===== config.mk =====
export PLATFORM = sky130hd
export DESIGN_NAME = memory_arbiter
export DESIGN_NICKNAME = d
export VERILOG_FILES = /design/src/rtl/cpu_types_pkg.sv /design/src/rtl/arb_req_latch.sv /design/src/rtl/memory_arbiter.sv
export SDC_FILE = /design/constraint.sdc
export NUM_CORES = 1
export LEC_CHECK = 0
export BUFFER_PORTS_ARGS = -buffer_cell sky130_fd_sc_hd__buf_2
export CAP_MARGIN = 20
export CORE_AREA = 3 3 108 110
export CTS_CLUSTER_DIAMETER = 120
export CTS_CLUSTER_SIZE = 40
export DETAILED_ROUTE_END_ITERATION = 10
export DIE_AREA = 0 0 111 113
export PLACE_DENSITY = 0.72
export SLEW_MARGIN = 20
export SYNTH_ARGS = -nofsm -noshare
export SYNTH_HDL_FRONTEND = slang
export SYNTH_SLANG_ARGS = --single-unit
export TNS_END_PERCENT = 5

===== constraint.sdc =====
create_clock -name CLK -period 2.7 [get_ports CLK]
set_input_delay 0.81 -clock CLK [delete_from_list [all_inputs] [get_ports CLK]]
set_output_delay 0.81 -clock CLK [all_outputs]
set_load 0.05 [all_outputs]

===== src/rtl/cpu_types_pkg.sv =====
// Shared CPU types: RAM handshake states, word type and arbiter states.
// Used by memory_arbiter and arb_req_latch.
package cpu_types_pkg;

    localparam int ADDR_WIDTH = 32;
    localparam int DATA_WIDTH = 32;

    typedef logic [DATA_WIDTH-1:0] word_t;

    typedef enum logic [1:0] {
        FREE   = 2'd0,
        BUSY   = 2'd1,
        ACCESS = 2'd2,
        ERROR  = 2'd3
    } ramstate_t;

    typedef logic [1:0] arb_state_t;

    localparam arb_state_t IDLE   = 2'd0;
    localparam arb_state_t DGRANT = 2'd1;
    localparam arb_state_t IGRANT = 2'd2;

endpackage


===== src/rtl/arb_req_latch.sv =====
// Holds the address/data/op of the granted requester and drives the RAM
// side from those registers so requester changes during a grant are ignored.
module arb_req_latch
    import cpu_types_pkg::*;
#(
    parameter int ADDR_W = ADDR_WIDTH,
    parameter int DATA_W = DATA_WIDTH
) (
    input  logic              CLK,
    input  logic              nRST,
    input  logic              i_load_d,
    input  logic              i_load_i,
    input  logic              i_active,
    input  logic [ADDR_W-1:0] i_daddr,
    input  logic [DATA_W-1:0] i_dstore,
    input  logic              i_dren,
    input  logic              i_dwen,
    input  logic [ADDR_W-1:0] i_iaddr,
    output logic              o_ramREN,
    output logic              o_ramWEN,
    output logic [ADDR_W-1:0] o_ramaddr,
    output logic [DATA_W-1:0] o_ramstore
);

    logic [ADDR_W-1:0] r_addr;
    logic [DATA_W-1:0] r_data;
    logic              r_ren;
    logic              r_wen;

    // Capture the winning request at arbitration time.
    always_ff @(posedge CLK) begin
        if (!nRST) begin
            r_addr <= '0;
            r_data <= '0;
            r_ren  <= 1'b0;
            r_wen  <= 1'b0;
        end else if (i_load_d) begin
            r_addr <= i_daddr;
            r_data <= i_dstore;
            r_ren  <= i_dren;
            r_wen  <= i_dwen;
        end else if (i_load_i) begin
            r_addr <= i_iaddr;
            r_data <= '0;
            r_ren  <= 1'b1;
            r_wen  <= 1'b0;
        end
    end

    assign o_ramREN   = i_active & r_ren;
    assign o_ramWEN   = i_active & r_wen;
    assign o_ramaddr  = r_addr;
    assign o_ramstore = r_data;

endmodule


===== src/rtl/memory_arbiter.sv =====
// Arbitrates the single-ported RAM between fetch and data paths, data first.
// Optional fetch starvation guard: define MEMORY_ARBITER_STARVE_GUARD_EN.
module memory_arbiter
    import cpu_types_pkg::*;
#(
    parameter int ADDR_W       = ADDR_WIDTH,
    parameter int DATA_W       = DATA_WIDTH,
    parameter int STARVE_LIMIT = 4
) (
    input  logic              CLK,
    input  logic              nRST,
    input  logic              iREN,
    input  logic [ADDR_W-1:0] iaddr,
    output logic [DATA_W-1:0] iload,
    output logic              iwait,
    input  logic              dREN,
    input  logic              dWEN,
    input  logic [ADDR_W-1:0] daddr,
    input  logic [DATA_W-1:0] dstore,
    output logic [DATA_W-1:0] dload,
    output logic              dwait,
    output logic              ramREN,
    output logic              ramWEN,
    output logic [ADDR_W-1:0] ramaddr,
    output logic [DATA_W-1:0] ramstore,
    input  logic [DATA_W-1:0] ramload,
    input  ramstate_t         ramstate,
    output logic [15:0]       grant_cnt
);

    arb_state_t  r_state;
    arb_state_t  w_next;
    logic [15:0] r_cnt;
    logic        w_dreq;
    logic        w_d_done;
    logic        w_i_done;
    logic        w_i_abort;
    logic        w_pick_i;
    logic        w_load_d;
    logic        w_load_i;

    assign w_dreq    = dREN | dWEN;
    assign w_d_done  = (r_state == DGRANT) && (ramstate == ACCESS);
    assign w_i_done  = (r_state == IGRANT) && (ramstate == ACCESS) && iREN;
    assign w_i_abort = (r_state == IGRANT) && !iREN;

`ifdef MEMORY_ARBITER_STARVE_GUARD_EN
    localparam logic [2:0] LIMIT = 3'(STARVE_LIMIT);

    logic [2:0] r_starve;

    // Count data wins while a fetch waits; saturates, cleared by any fetch end.
    always_ff @(posedge CLK) begin
        if (!nRST) begin
            r_starve <= '0;
        end else if (w_i_done || w_i_abort) begin
            r_starve <= '0;
        end else if (w_d_done && iREN && r_starve != 3'd7) begin
            r_starve <= r_starve + 3'd1;
        end
    end

    assign w_pick_i = iREN && (!w_dreq || (r_starve >= LIMIT));
`else
    assign w_pick_i = iREN && !w_dreq;
`endif

    assign w_load_i = (r_state == IDLE) && w_pick_i;
    assign w_load_d = (r_state == IDLE) && w_dreq && !w_pick_i;

    // Next-state selection for the grant FSM.
    always_comb begin
        w_next = r_state;
        case (r_state)
            IDLE: begin
                if (w_load_d)      w_next = DGRANT;
                else if (w_load_i) w_next = IGRANT;
            end
            DGRANT: if (w_d_done) w_next = IDLE;
            IGRANT: if (w_i_done || w_i_abort) w_next = IDLE;
            default: w_next = IDLE;
        endcase
    end

    // State register.
    always_ff @(posedge CLK) begin
        if (!nRST) r_state <= IDLE;
        else       r_state <= w_next;
    end

    // Completed-access counter; aborts are not counted, wraps naturally.
    always_ff @(posedge CLK) begin
        if (!nRST)                     r_cnt <= '0;
        else if (w_d_done || w_i_done) r_cnt <= r_cnt + 16'd1;
    end

    arb_req_latch #(
        .ADDR_W(ADDR_W),
        .DATA_W(DATA_W)
    ) u_latch (
        .CLK        (CLK),
        .nRST       (nRST),
        .i_load_d   (w_load_d),
        .i_load_i   (w_load_i),
        .i_active   (r_state != IDLE),
        .i_daddr    (daddr),
        .i_dstore   (dstore),
        .i_dren     (dREN),
        .i_dwen     (dWEN),
        .i_iaddr    (iaddr),
        .o_ramREN   (ramREN),
        .o_ramWEN   (ramWEN),
        .o_ramaddr  (ramaddr),
        .o_ramstore (ramstore)
    );

    assign iwait     = !w_i_done;
    assign dwait     = !w_d_done;
    assign iload     = w_i_done ? ramload : '0;
    assign dload     = w_d_done ? ramload : '0;
    assign grant_cnt = r_cnt;

endmodule


==> results of run 1 <==
-- state kept, by name (all words and copies together), names as in the netlist --
| signal | count |
|---|---|
| u_latch.r_ren | 1 |
| u_latch.o_ramstore | 32 |
| r_state | 2 |
| u_latch.r_wen | 1 |
| grant_cnt | 16 |
| u_latch.o_ramaddr | 32 |
-- power breakdown --
| part | switching [W] | internal [W] |
|---|---|---|
| Sequential | 0.0000539 | 0.00134 |
| Combinational | 0.000712 | 0.000315 |
| Clock | 0.000461 | 0.000533 |
-- layout make-up --
type,count,area [um2],share of cell area [%]
inverters,5,18.77,0.3198
clock buffers,10,127.6,2.174
well taps,140,175.2,2.984
clock inverters,6,96.34,1.641
multi-input cells,314,2074,35.34
diodes,1,2.502,0.04263
flip-flops and latches,84,1682,28.65
repair buffers,295,1693,28.84
-- per-stage QoR --
step / hold slack [ps] / instance area [um2] / total power (W)
detailed placement: 452.2 / 5539 / 0.002452
global route: 496.2 / 5869 / 0.003581
global placement: 441.2 / 5539 / 0.002429
CTS: 464.0 / 5763 / 0.003452
finish: 457.9 / 5869 / 0.003416
floorplan: 429.4 / 3951 / 0.002144
-- Yosys cell counts (2+ instances only) --
library cell   n
dfxtp_1       84
nor2_1        74
nand4_1        3
a211oi_1      32
or3_1          8
a21oi_1       17
o21ai_0       11
nor2b_1        2
a22oi_1       32
inv_1          5
buf_6          2
or4_1          4
buf_4          4
xnor2_1        2
clkbuf_1      30
nand2_1        7
nand3b_1       2
and3_1        65
nand2b_1       2
nand3_1        3
mux2i_1       32
buf_2          6
o31ai_1        5
nor3_1         2
-- cells by family (layout without fill, tap and decap cells) --
kind of cell	Yosys count	in the layout	synth area share, %
simple gates	177	177	23.52
compound gates	101	101	18.40
flops	84	84	43.24
buf+inv	48	316	5.598
mux	32	32	8.237
xor+xnor	3	3	0.6758
fa+ha+maj	1	1	0.3217
other cells	0	1	0
-- layer usage --
| metal | share of wire (%) | wire [um] |
|---|---|---|
| met2 | 54 | 6941 |
| met3 | 7.3 | 933 |
| met1 | 37 | 4711 |
| met4 | 1.9 | 243 |
| met5 | 0 | 0 |
-- path summary, 6_finish.rpt --
path	from	to	slack (ps)	cells past startpoint
hold reg to reg	u_latch.r_wen	u_latch.r_wen	460	2
setup / recovery	ramstate[0]	dload[21]	50	5
setup reg to reg	r_state[1]	grant_cnt[14]	830	5
hold / removal	u_latch.r_wen	u_latch.r_wen	460	2
-- placed cells by master, fill, tap and decap left out, types with 8 or more instances in the layout --
cell / instances
clkbuf_8: 9
a21oi_1: 17
and3_1: 15
o21ai_0: 11
and3_2: 50
a22oi_1: 32
buf_4: 8
buf_2: 240
mux2i_1: 32
clkbuf_4: 40
nor2_1: 74
or3_1: 8
a211oi_1: 32
dfxtp_1: 84
-- worst max-delay path: cells and delay by family --
| kind | cells | cell delay, ps |
|---|---|---|
| buffers and inverters | 3 | 570 |
| and+or+nand+nor | 2 | 430 |
==> summary.md, run 1 <==
| Metric | Value |
|---|---|
| Clock slew at reported path FFs | 80 ps |
| CTS Buf Count | 9 |
| Postcts setup bufs | 0 |
| Critical path's slowest cell | buf_2 |
| Status | finished, final reports clean |
| Cts repair resizes | 0 |
| GR peak layer | met2 |
| Largest area contributor in the netlist | dfxtp_1 |
| DRC | 0 |
| Syn nets | 582 |
| Area fraction of the dominant cell type after synthesis | 43.24% |
| Die area | 12540 um2 |
| Clock Skews | 11.40 ps |
| Starting DRT DRC Count | 198 |
| Hold buffers post-CTS | 0 |
| Die height | 113 um |
| Placeable core area | 10790 um2 |
| Placed insts | 838 |
| Sequential-to-total area share from yosys stat | 43.24% |
| Cell row count | 38 |
| Max-Cap Viols | 0 |
| PD cells | 582.1 nW/um2 |
| Die X | 111 um |
| Post-route ant nets | 0 |
| Arr. time, crit path | 1840 ps |
| Netlist cell types | 36 |
| Pins Over Slew Limit | 0 |
| Grt met2 use | 35.96% |
| Buffers on Ports | 282 |
| Worst path required time | 1890 ps |
| Crit-path cells | buf_2, and2b_1, buf_12, and3_2, buf_2 |
| Via Count | 4301 |
| Clock Path Buffers | 2 |
| Largest net degree at the start of global routing | 68 |
| Total of warnings raised by yosys | 0 |
| Tot GR Track Use | 19.11% |
| Syn_area_per_cell | 8.719 um2 |
| Initial antenna violation count | 1 |
| I/O Pins | 283 |
| First-pass GRT wire length | 19.93 mm |
| Grt ovf | 0 |
| Met1 Resource Use GR | 20.56% |
| Tmin final | 2652 ps |
| Vias in the first global route | 4004 |
| Slew HR | 70.53% |
| Met3 usage | 5.080% |
| Number of synthesized flops with an enable pin | 0 |
| Top post-synthesis cells by area | dfxtp_1, and3_1, mux2i_1 |
| CP dominant cell by count | buf_2 |
| Pre-CTS setup slack | 31.80 ps |
| Primary FF master, synth | dfxtp_1 |
| Static Leak | 3.071 nW |
| Gate Count Post-Synth | 446 |
| HP Class | reg -> reg |
| Routed wire length | 12.83 mm |
| Post-route setup slack | 48.14 ps |
| Cell area after synthesis | 3889 um2 |
| Critical path's largest stage delay | 250 ps |
| Initial DRT Pass Iterations | 4 |
| Layout area overhead | 50.93% |
| WS Path Type | in -> out |
| Post-DR vias/cell | 5.030 |
| Max frequency | 377.1 MHz |
| VDD IR max | 365.4 uV |
| GP Congestion | 0.9014 |
| # clock sinks | 84 |
| Initial core utilization | 36.03% |
| Startpoint Class | input pin |
| Final core occ | 54.38% |
| Final hold vios | 0 |
| CTS root buffer | clkbuf_8 |
| Worst Tran Pin Value | 442.0 ps |
| Fill count | 966 |
| Crit Path Max Fanout | 67 |
| FF+latch count, synth | 84 |
| FFs w/ async S/R, synth | 0% |
| Post-DR wirelength/cell | 15.01 um |
| Final worst-path cycle share | 98.22% |
| Fin cells | 855 |
| Share of cells above drive strength 1 | 51.40% |
| CTS tree | built |
| Setup tns final | 0 ps |
| Layout Nets | 845 |
| Final HPWL DP | 9.745 mm |
| Final setup viols | 0 |
| CTS H-tree lvls | 3 |
| Worst-Skew Late Latency | 340 ps |
| Worst setup EP type | output pin |
No activity file was read; power rests on OpenSTA's default activity.
==> inputs of run 2 (changes only) <==
--- a/config.mk
+++ b/config.mk
@@ -12,6 +12,8 @@
 export CTS_CLUSTER_SIZE = 40
 export DETAILED_ROUTE_END_ITERATION = 10
 export DIE_AREA = 0 0 111 113
+export HOLD_SLACK_MARGIN = 0.03
+export MAX_ROUTING_LAYER = met4
 export PLACE_DENSITY = 0.72
 export SLEW_MARGIN = 20
 export SYNTH_ARGS = -nofsm -noshare
==> run 2 against run 1 <==
Net effect:
- critical path depth did not move
- cell area down 0.13%
- die area unchanged
- non-clock buffer count unchanged
- global-route usage increased by 0.57 points
- core utilization down 0.070 points
- routed wire length is 0.12% higher
- count of clock-buffer cells in the layout did not move
- sequential cell count unchanged
- clock skew about the same
- power increased by 0.12%
- critical path type unchanged
==> summary.md, run 2 (synthesis gave the netlist of run 1 again) <==
| Metric | Value |
|---|---|
| Tot GR Track Use | 19.67% (+0.57 points) |
| CTS Buf Count | 9 (unchanged) |
| Most frequent cells in the layout | buf_2, dfxtp_1, nor2_1, and3_2, clkbuf_4 |
| Hold path endpoint | u_latch.r_wen |
| Layout area overhead | 50.74% |
| VDD IR max | 365.6 uV (about the same) |
| Startpoint Class | input pin |
| Fill count | 967 (+0.10%) |
| Worst Tran Pin Value | 441.9 ps (-0.1268 ps) |
| Starting DRT DRC Count | 198 (unchanged) |
| Post-DR wirelength/cell | 15.02 um (+0.12%) |
| Setup tns final | 0 ps (unchanged) |
| Worst path required time | 1890 ps (about the same) |
| Buffers on Ports | 282 (unchanged) |
| Crit Path Max Fanout | 67 (unchanged) |
| HP Class | reg -> reg |
| # clock sinks | 84 (unchanged) |
| Leading cell type in the layout, fill and taps excluded | buf_2 |
| Final worst-path cycle share | 98.11% (-0.11 points) |
| Post-DR vias/cell | 5.011 (-0.40%) |
| Worst setup EP type | output pin |
| Setup slack, reg-to-reg | 830 ps (about the same) |
| DP Area | 5539 um2 (unchanged) |
| Critical path's largest stage delay | 250 ps (about the same) |
| Largest net degree at the start of global routing | 68 (unchanged) |
| Initial antenna violation count | 1 (unchanged) |
| PD cells | 583.5 nW/um2 (+0.24%) |
| Share of cells above drive strength 1 | 51.40% (unchanged) |
| Layout Nets | 845 (unchanged) |
| CTS root buffer | clkbuf_8 |
| Post-route ant nets | 0 (unchanged) |
| RR Startpoint | r_state[1] |
| Arr. time, crit path | 1840 ps (about the same) |
| Initial core utilization | 36.03% (unchanged) |
| Crit path from | ramstate[0] |
| Hold slack | 459.0 ps (+1.016 ps) |
| WS Path Type | in -> out |
| Via Count | 4284 (-0.40%) |
| Min-delay src | u_latch.r_wen |
| Post-Layout Inst Area | 5862 um2 (-0.13%) |
| First-pass GRT wire length | 19.93 mm (about the same) |
| Hold path depth | 2 (unchanged) |
| Worst Path Buf+Inv | 3 (unchanged) |
| Cts repair resizes | 0 (unchanged) |
| Static Leak | 3.074 nW (about the same) |
| Crit-path cells | buf_2, and2b_1, buf_12, and3_2, buf_2 |
| Max frequency | 377.5 MHz (+0.11%) |
| Final core occ | 54.31% (-0.070 points) |
| Vias in the first global route | 4007 (+0.075%) |
| Die X | 111 um (unchanged) |
| Reg2reg end | grant_cnt[14] |
| Postcts setup bufs | 0 (unchanged) |
| Die area | 12540 um2 (unchanged) |
| Grt ovf | 0 (unchanged) |
| Final HPWL DP | 9.745 mm (unchanged) |
| DRC | 0 (unchanged) |
| Die height | 113 um (unchanged) |
| I/O Pins | 283 (unchanged) |
| Clock Path Buffers | 2 (unchanged) |
| Routed wire length | 12.85 mm (+0.12%) |
| CTS tree | built |
| Clock Skews | 11.83 ps (+0.4234 ps) |
| Placeable core area | 10790 um2 (unchanged) |
| Cell row count | 38 (unchanged) |
| Clock slew at reported path FFs | 80 ps (about the same) |
| Pins Over Slew Limit | 0 (unchanged) |
| CP dominant cell by count | buf_2 |
| Max-Cap Viols | 0 (unchanged) |
| Slew HR | 70.54% (about the same) |
| Worst-Skew Late Latency | 340 ps (about the same) |
| Status | finished, final reports clean |
| R2R depth | 5 (unchanged) |
| Hold buffers post-CTS | 0 (unchanged) |
| CP delay by family, top | buffers and inverters |
| Initial DRT Pass Iterations | 4 (unchanged) |
| Final setup viols | 0 (unchanged) |
| Tmin final | 2649 ps (-2.847 ps) |
| Critical path's slowest cell | buf_2 |
| CTS H-tree lvls | 3 (unchanged) |
| GP Congestion | 0.9168 (+1.7%) |
| Final hold vios | 0 (unchanged) |
[run 2: changes by cell type in the layout (fill, tap and decap cells not counted), sizes merged]
cell    before  now
buf        255  259
clkbuf      50   46
[run 2: layout make-up]
cell class	count	area (um2)	share of cell area, %
clock inverter	6	96.34	1.644
sequential	84	1682	28.69
timing repair buffer	295	1685	28.75
multi-input combinational	314	2074	35.39
inverter	5	18.77	0.3202
antenna	1	2.502	0.04269
clock buffer	10	127.6	2.177
tap	140	175.2	2.988
[run 2: worst max-delay path by stage]
stage	endpoint	slack, ps	cells after the start
after floorplan	iload[0]	-30	4
after global placement	dload[17]	70	5
after detailed placement	dload[17]	30	5
after CTS	dload[17]	30	5
after global routing	dload[21]	-2	5
final	dload[21]	50	5
[run 2: metrics by stage]
stage	std cells	setup WS, ps	total power [W]
3_5_place_dp	838	31.80	0.002452
4_1_cts	854	33.60	0.003452
2_1_floorplan	446	-26.92	0.002144
3_3_place_gp	838	66.03	0.002429
6_report	855	50.98	0.003420
5_1_grt	855	-1.829	0.003582
[run 2: tightest hold or removal path, stage by stage (launching register included)]
cell     delay [ps]
dfxtp_1         310
nand2_1          50
a21oi_1          50
[run 2: where the power goes]
part	internal (W)	switching, W	total [W]
clock network	0.000533	0.000464	0.000997
logic	0.000315	0.000713	0.00103
registers	0.00134	0.0000543	0.00140
[run 2: metal layers]
| layer | wire [um] | global-route usage, % |
|---|---|---|
| met1 | 4884 | 21.03 |
| met2 | 6878 | 35.92 |
| met3 | 853 | 4.385 |
| met4 | 229 | 6.814 |
| met5 | 0 | - |
